--- config.mk ---
export PLATFORM = sky130hd
export DESIGN_NAME = butterfly_sequencer
export DESIGN_NICKNAME = d
export VERILOG_FILES = /design/src/rtl/butterfly_pkg.sv /design/src/rtl/butterfly_sequencer_rise_detect.sv /design/src/rtl/butterfly_sequencer.sv
export SDC_FILE = /design/constraint.sdc
export NUM_CORES = 1
export LEC_CHECK = 0
export CELL_PAD_IN_SITES_DETAIL_PLACEMENT = 1
export CELL_PAD_IN_SITES_GLOBAL_PLACEMENT = 1
export CORE_ASPECT_RATIO = 1.25
export CORE_UTILIZATION = 40
export CTS_CLUSTER_SIZE = 10
export DETAILED_ROUTE_END_ITERATION = 16
export PLACE_DENSITY_LB_ADDON = 0.1
export SLEW_MARGIN = 30
export SYNTH_ARGS = -nofsm -noshare
export SYNTH_HDL_FRONTEND = slang
export SYNTH_SLANG_ARGS = --single-unit
--- constraint.sdc ---
create_clock -name Clock -period 3.4 [get_ports Clock]
set_input_delay 0.68 -clock Clock [delete_from_list [all_inputs] [get_ports Clock]]
set_output_delay 0.68 -clock Clock [all_outputs]
set_load 0.02 [all_outputs]
--- src/rtl/butterfly_pkg.sv ---
// Shared types for the butterfly sequencer: state codes, strobe bundle, and
// the Moore output decode used by the top-level register stage.
package butterfly_pkg;
  localparam int CNT_W = 8;

  typedef enum logic [4:0] {
    WAIT_W = 5'd0,  ST_W   = 5'd1,  WAIT_B = 5'd2,  ST_B   = 5'd3,
    C_REWB = 5'd4,  C_IMY  = 5'd5,  C_IMZ  = 5'd6,  WAIT_A = 5'd7,
    ST_A   = 5'd8,  C_REZ2 = 5'd9,  C_REZ  = 5'd10, C_REY  = 5'd11,
    D_REY  = 5'd12, D_IMY  = 5'd13, D_REZ  = 5'd14, D_IMZ  = 5'd15,
    CLR    = 5'd16
  } bfly_state_t;

  typedef struct packed {
    logic store_W, store_B, store_A;
    logic calc_ReWB, calc_ImY, calc_ImZ, calc_ReZ2, calc_ReZ, calc_ReY;
    logic display_ReY, display_ImY, display_ReZ, display_ImZ;
    logic clear, busy;
  } bfly_ctl_t;

  function automatic logic is_calc(bfly_state_t s);
    return s inside {C_REWB, C_IMY, C_IMZ, C_REZ2, C_REZ, C_REY};
  endfunction

  function automatic logic is_disp(bfly_state_t s);
    return s inside {D_REY, D_IMY, D_REZ, D_IMZ};
  endfunction

  function automatic bfly_ctl_t decode(bfly_state_t s);
    bfly_ctl_t c;
    c = '0;
    case (s)
      ST_W:    c.store_W     = 1'b1;
      ST_B:    c.store_B     = 1'b1;
      ST_A:    c.store_A     = 1'b1;
      C_REWB:  c.calc_ReWB   = 1'b1;
      C_IMY:   c.calc_ImY    = 1'b1;
      C_IMZ:   c.calc_ImZ    = 1'b1;
      C_REZ2:  c.calc_ReZ2   = 1'b1;
      C_REZ:   c.calc_ReZ    = 1'b1;
      C_REY:   c.calc_ReY    = 1'b1;
      D_REY:   c.display_ReY = 1'b1;
      D_IMY:   c.display_ImY = 1'b1;
      D_REZ:   c.display_ReZ = 1'b1;
      D_IMZ:   c.display_ImZ = 1'b1;
      CLR:     c.clear       = 1'b1;
      default: c = '0;
    endcase
    c.busy = is_calc(s);
    return c;
  endfunction
endpackage

--- src/rtl/butterfly_sequencer_rise_detect.sv ---
// Rising-edge detector on a synchronous level. The history register resets
// high so a level already asserted at reset release is not seen as an edge.
module rise_detect (
  input  logic Clock,
  input  logic Reset,
  input  logic in,
  output logic pulse
);
  logic in_q;

  always_ff @(posedge Clock or posedge Reset)
    if (Reset) in_q <= 1'b1;
    else       in_q <= in;

  assign pulse = in & ~in_q;
endmodule

--- src/rtl/butterfly_sequencer.sv ---
// Moore sequencer for the FFT butterfly datapath: operand entry, stretched
// calc strobes, display stepping (manual or timed) and clear.
module butterfly_sequencer
  import butterfly_pkg::*;
#(
  parameter int CALC_CYCLES = 1,
  parameter int DISP_CYCLES = 0
) (
  input  logic       Clock,
  input  logic       Reset,
  input  logic       ReadyIn,
  input  logic       abort,
  output logic       store_W,
  output logic       store_B,
  output logic       store_A,
  output logic       calc_ReWB,
  output logic       calc_ImY,
  output logic       calc_ImZ,
  output logic       calc_ReZ2,
  output logic       calc_ReZ,
  output logic       calc_ReY,
  output logic       display_ReY,
  output logic       display_ImY,
  output logic       display_ReZ,
  output logic       display_ImZ,
  output logic       clear,
  output logic       busy,
  output logic [4:0] step
);
  if (CALC_CYCLES < 1 || CALC_CYCLES > 255) begin : g_bad_calc
    $error("butterfly_sequencer: CALC_CYCLES must be in 1..255");
  end
  if (DISP_CYCLES < 0 || DISP_CYCLES > 255) begin : g_bad_disp
    $error("butterfly_sequencer: DISP_CYCLES must be in 0..255");
  end

  // Counter holds "cycles remaining after this one", so terminal count is 0.
  localparam logic [CNT_W-1:0] CALC_LD   = CNT_W'(CALC_CYCLES - 1);
  localparam logic [CNT_W-1:0] DISP_LD   = (DISP_CYCLES > 0) ? CNT_W'(DISP_CYCLES - 1) : '0;
  localparam bit               AUTO_DISP = (DISP_CYCLES > 0);

  logic             rdy_edge;
  bfly_state_t      state_q, state_d;
  logic [CNT_W-1:0] cnt_q, cnt_d;
  logic [4:0]       succ;
  logic             cnt_done;
  bfly_ctl_t        ctl_q;

  rise_detect u_rise (
    .Clock (Clock),
    .Reset (Reset),
    .in    (ReadyIn),
    .pulse (rdy_edge)
  );

  assign succ     = state_q + 5'd1;
  assign cnt_done = (cnt_q == '0);

  always_comb begin
    state_d = state_q;
    case (state_q)
      WAIT_W, WAIT_B, WAIT_A:
        if (rdy_edge) state_d = bfly_state_t'(succ);
      ST_W, ST_B, ST_A:
        state_d = bfly_state_t'(succ);
      C_REWB, C_IMY, C_IMZ, C_REZ2, C_REZ, C_REY:
        if (cnt_done) state_d = bfly_state_t'(succ);
      D_REY, D_IMY, D_REZ:
        if (rdy_edge || (AUTO_DISP && cnt_done)) state_d = bfly_state_t'(succ);
      D_IMZ:
        if (rdy_edge) state_d = CLR;
      default:
        state_d = WAIT_W;
    endcase
    if (abort) state_d = CLR;
  end

  // Reload on every state change so an early display advance restarts timing.
  always_comb begin
    cnt_d = cnt_done ? cnt_q : cnt_q - CNT_W'(1);
    if (state_d != state_q) begin
      if (is_calc(state_d))      cnt_d = CALC_LD;
      else if (is_disp(state_d)) cnt_d = DISP_LD;
    end
  end

  always_ff @(posedge Clock or posedge Reset)
    if (Reset) begin
      state_q <= WAIT_W;
      cnt_q   <= '0;
      ctl_q   <= '0;
    end else begin
      state_q <= state_d;
      cnt_q   <= cnt_d;
      ctl_q   <= decode(state_d);
    end

  assign store_W     = ctl_q.store_W;
  assign store_B     = ctl_q.store_B;
  assign store_A     = ctl_q.store_A;
  assign calc_ReWB   = ctl_q.calc_ReWB;
  assign calc_ImY    = ctl_q.calc_ImY;
  assign calc_ImZ    = ctl_q.calc_ImZ;
  assign calc_ReZ2   = ctl_q.calc_ReZ2;
  assign calc_ReZ    = ctl_q.calc_ReZ;
  assign calc_ReY    = ctl_q.calc_ReY;
  assign display_ReY = ctl_q.display_ReY;
  assign display_ImY = ctl_q.display_ImY;
  assign display_ReZ = ctl_q.display_ReZ;
  assign display_ImZ = ctl_q.display_ImZ;
  assign clear       = ctl_q.clear;
  assign busy        = ctl_q.busy;
  assign step        = state_q;
endmodule
### Word-level counts from Yosys, hierarchy flattened

Index checks and enable logic that the tools add are counted.

| word-level totals | value |
|---|---|
| bits in registers | 29 |
| output and inout port bits | 20 |
| word-level logic and storage cells | 82 |

| cells by class | value |
|---|---|
| $add $sub $neg | 2 |
| equality and inequality tests | 30 |
| muxes and demuxes | 23 |
| bitwise logic cells | 2 |
| reduce and logical (&&, ||, !) cells | 7 |

Operator list:

| cell | count |
|---|---|
| $eq 5x4->1 const B | 16 |
| $eq 5x3->1 const B | 7 |
| $mux 8 | 4 |
| $mux 5 | 4 |
| $pmux 5 s4 | 1 |
| $eq 5x2->1 const B | 3 |
| $mux 1 | 14 |
| $reduce_or 6->1 | 2 |
| $eq 5x1->1 const B | 2 |
| $logic_not 8->1 | 1 |
| $sub 8x1->8 const B | 1 |
| $reduce_bool 6->1 | 1 |
| $add 5x1->5 const B | 1 |
| $eq 5x5->1 const B | 1 |
| $logic_not 5->1 | 1 |
| $ne 5x5->1 | 1 |
| $reduce_bool 4->1 | 1 |
| $reduce_or 3->1 | 1 |
| $and 1x1->1 | 1 |
| $not 1->1 | 1 |

### Logic depth before layout (Yosys ltp)

| logic depth | value |
|---|---|
| word-level depth | 10 |
| gate-level depth with buffers | 12 |

### Modules after synthesis

From an unflattened synthesis, not the netlist that was laid out.

| second synthesis, totals | value |
|---|---|
| cell total of the unflattened synthesis | 199 |
| area, all modules | 1803.0 µm² |

By module, submodules not included:

| module | instances | cells each | area an instance (µm²) | seq. area each (µm²) |
|---|---|---|---|---|
| butterfly_sequencer | 1 | 196 | 1759.2 | 700.7 |
| rise_detect | 1 | 3 | 43.8 | 26.3 |

### Worst setup path after synthesis

Ideal clock, no wire load.

| timing path | value |
|---|---|
| kind | reg2reg |
| start point | register state_q[0] (netlist: step[0]) |
| end point | register cnt_q[2] |
| setup time | 0.132 ns |
| arrival | 2.788 ns |
| setup slack | 0.480 ns |
| cell stages (with the launch flop) | 13 |
| path buffers | 2 |
| period minus slack after synthesis | 2.920 ns |
| cells stage by stage | dfrtp_1 > inv_1 > ha_1 > or3_1 > a32o_1 > buf_6 > a211oi_4 > or2_1 > buf_4 > nor2_1 > a31o_2 > a41oi_4 > nor3_1 |

| on the way | value |
|---|---|
| word-level cells in the longest chain between the ends | 9 |
| elaborated cells between the ends (all ways) | 41 |
| classes of those cells | 1 x add/sub; 26 x eq/ne; 8 x mux; 6 x reduce/logical |

Ends and longest elaborated chain:

| element | RTL line | source |
|---|---|---|
| start, declared | butterfly_sequencer.sv:43 | `bfly_state_t state_q, state_d;` |
| start signal, assigned | butterfly_sequencer.sv:93 | `state_q <= state_d;` |
| $add 5x1->5 (tied with other cells) | butterfly_sequencer.sv:56 | `assign succ = state_q + 5'd1;` |
| $mux 5 (tied with other cells) | butterfly_sequencer.sv:63, butterfly_sequencer.sv:69 |  |
| $pmux 5 s4 | butterfly_sequencer.sv:61 | `case (state_q)` |
| $mux 5 | butterfly_sequencer.sv:75 | `if (abort) state_d = CLR;` |
| $eq 5x4->1 | butterfly_pkg.sv:26 | `return s inside {D_REY, D_IMY, D_REZ, D_IMZ};` |
| $reduce_bool 4->1 | butterfly_pkg.sv:26 |  |
| $mux 8 | butterfly_sequencer.sv:83 | `else if (is_disp(state_d)) cnt_d = DISP_LD;` |
| $mux 8 | butterfly_sequencer.sv:82 | `if (is_calc(state_d)) cnt_d = CALC_LD;` |
| $mux 8 (*) | butterfly_sequencer.sv:81 | `if (state_d != state_q) begin` |
| net cnt_d[2] | butterfly_sequencer.sv:44 | `logic [CNT_W-1:0] cnt_q, cnt_d;` |
| end signal, assigned | butterfly_sequencer.sv:94 | `cnt_q <= cnt_d;` |
| end, declared | butterfly_sequencer.sv:44 |  |

The timed path passes the listed nets; every way through them passes the cells marked *.

### Worst setup path in the final report

| timing path | value |
|---|---|
| start point | register state_q[1] (netlist: step[1]) |
| end point | register cnt_q[2] |

The elaborated chain is that of the path after synthesis.

==> metrics.cfg <==
[yosys]
ys_ff_latch = 29
yosys-top-cells-area = dfrtp_1, nor2_1, ha_1
yosysTopAreaCell = dfrtp_1
synth_compound_area_frac = 0.202
synthSimpleGateAreaFrac = 0.262
ys_types = 51
synth_most_common_cell = dfrtp_1
synth-xor-area-share = 0.0248
synth_warnings = 0
synth_mux_area_frac = 0.00566
synth_top_area_share = 0.396
ys_seq_area_frac = 0.411
synth_nets = 198
synthesis.area_sq_mm = 0.00177
syn_avg_cell_area_sq_um = 9.45
synth_enable_flop_cells = 0
synth_top_family_by_area = simple AND/OR/NAND/NOR gates
synthAdderAreaFrac = 0.0495
ys.flop_type = dfrtp_1
synth_commonest_cells = dfrtp_1, nor2_1, nand2_1, inv_1, nor3_1
async_flop_share = 1.00
syn_inst = 187

[setup_path]
required_ns = 3.55
r2r_slack_ns = 0.26
r2r_end = cnt_q[2]
reg2reg_depth = 10
cp-end-kind = flip-flop
critPathKind = flip-flop to flip-flop
cpPeakStageDelay_ns = 0.44
cp_cell_sequence = inv_1, ha_1, or3_1, a32o_1, a211oi_4, or2_1, nor2_1, a31o_2, a41oi_4, nor3_1
crit_start = step[1]
reg2reg_from = step[1]
critPathArrivalTime_ns = 3.29
critPathLaunchType = flip-flop
cp_max_fo = 10
slowest_stage = dfrtp_1
endpoint = cnt_q[2]

[global_routing]
grt_pass1_vias = 1609
grt_max_degree = 30
grt_pass1_wl_mm = 7.78
antenna_found_initial = 0
overflow = 0
grt.total_usage = 0.227

[sta]
worst_pin_slew_ns = 0.611
hold_violations = 0
worst_slack_ns = 0.257
maxSlewViolCount = 0
rsz0062_at_grt = no
holdWs_ns = 0.592
clock.fmax_ghz = 0.318
fin_skew_ns = 0.00277
tns_ns = 0
slew_headroom = 0.592
finalCritPeriodShare = 0.924
setup_viol = 0
min_period_ns = 3.14

[routing]
vias = 1502
ant_nets = 0
wirelength_mm = 4.71
routed_via_density = 5.52
drc = 0
drt_iter0_markers = 60
wire_per_inst_um = 17.3
first_pass_iters = 4

[floorplan]
rows = 26
die_h_um = 76.3
io_pins = 24
dieArea_sq_mm = 0.00469
core_area_sq_mm = 0.00416
die_w_um = 61.5
start_util = 0.425

[clock_tree]
clock-sinks = 29
cts_max_path_buffers = 2
numCtsBuffers = 5
clock_latency_ns = 0.28
clock-root-buffer = clkbuf_8
htree_levels = 2
post_cts_buffers = 0
clk_pin_slew_ns = 0.06
cts_tree = done

[power_and_ir_drop]
powerDensity_mw_per_mm2 = 498
peakVddDrop_v = 0.000338
power.total_uw = 1090
power.leakage_uw = 0.000892

[status]
status = finished clean

[finish]
seq_area_sq_um = 727
multiInputGateArea_sq_um = 973
post-route-util = 0.524
areaGrowthSynthToFinish_pct = 23.4
n_fill_cell = 510
finish.net_count = 226
drive_gt1_frac = 0.125
diodes = 0

[worst_hold_path]
hp-class = flip-flop to flip-flop

[placed_design]
gp_congestion = 0.887
place_ws_ns = 0.228
hpwl_mm = 3.63
port_buffers = 23

[run]
maxCapViolations = 0

## report_power, final
group	switching (uW)	internal (uW)	total, uW
Clock	133	239	372
Combinational	206	131	337
Sequential	16.0	360	376
Total	355	730	1090
## stage by stage
step	cells	cell area, sq um
floorplan	187	1770
CTS	272	2170
global route	272	2180
global placement	264	2050
finish	272	2180
detailed placement	264	2050
## flip-flops by register name (all words and copies together) (netlist names)
name and cells:
clear 1, store_B 1, display_ReZ 1, calc_ReY 1
calc_ImY 1, calc_ReZ2 1, calc_ReWB 1, store_A 1
display_ImY 1, store_W 1, display_ImZ 1, step 5
calc_ImZ 1, cnt_q 8, busy 1, display_ReY 1
u_rise.in_q 1, calc_ReZ 1
## layout by cell type, fill, tap and decap left out, types with 2 or more instances in the layout
master / netlist / routed
dfrtp_1: 28 / 28
o21ai_1: 2 / 2
clkdlybuf4s50_1: 0 / 23
nor2b_1: 2 / 2
or3_1: 2 / 2
o21ai_0: 5 / 5
nor3b_1: 3 / 2
and2_1: 4 / 4
nand2_1: 20 / 20
nor3b_2: 1 / 2
nand3_1: 7 / 7
nand2b_1: 2 / 2
o211ai_1: 2 / 2
nor2_1: 26 / 26
a21o_1: 2 / 2
nor3_1: 11 / 11
o211a_1: 2 / 2
ha_1: 7 / 7
a311oi_1: 3 / 3
clkbuf_8: 0 / 6
xnor2_1: 4 / 4
inv_1: 11 / 10
a21oi_1: 6 / 6
buf_4: 3 / 3
a211oi_2: 2 / 2
or2_1: 2 / 2
a211o_1: 2 / 2
nand4b_1: 2 / 2
## how the worst min path moves through the flow
stage,start,endpoint,slack (ns),cells past startpoint
finish,cnt_q[6],cnt_q[6],0.59,2
global route,cnt_q[6],cnt_q[6],0.66,2
CTS,cnt_q[6],cnt_q[6],0.59,2
detailed placement,cnt_q[7],cnt_q[7],0.58,2
global placement,cnt_q[7],cnt_q[7],0.54,2
floorplan,cnt_q[6],cnt_q[6],0.53,2
## area by class of cell
| class | count | area share |
|---|---|---|
| Timing Repair Buffer | 26 | 0.116 |
| Sequential cell | 29 | 0.333 |
| Inverter | 11 | 0.0189 |
| Tap cell | 56 | 0.0321 |
| Multi-Input combinational cell | 142 | 0.446 |
| Clock inverter | 1 | 0.0138 |
| Clock buffer | 7 | 0.0396 |
## cell families (layout without fill, tap and decap cells)
| logic type | after synthesis | count (layout) |
|---|---|---|
| xor+xnor | 5 | 5 |
| fa+ha+maj | 7 | 7 |
| flops | 29 | 29 |
| mux | 1 | 1 |
| simple gates | 89 | 89 |
| buf+inv | 16 | 45 |
| compound gates | 40 | 40 |
## metal layers
layer | global-route usage | vias up | part of all wire
met1 | 0.286 | 748 | 0.42
met5 | 0 | - | 0
met3 | 0.0441 | 5 | 0.032
li1 | - | 716 | -
met2 | 0.385 | 33 | 0.54
met4 | 0.0667 | 0 | 0.012
## critical path, delay by kind of cell (launching register included)
family,cells,cell delay (ns)
AOI/OAI and AO/OA,4,1.32
adders and majority gates,1,0.26
buffers and inverters,1,0.15
DFF,1,0.44
and+or+nand+nor,4,0.84
## what timing repair did
item | CTS | global route
hold buffers | 0 | 0
setup endpoints to repair | 0 | 6
resized for setup | 0 | 2
endpoints found under the hold margin | 0 | 0
No activity file was read; power rests on OpenSTA's default activity.
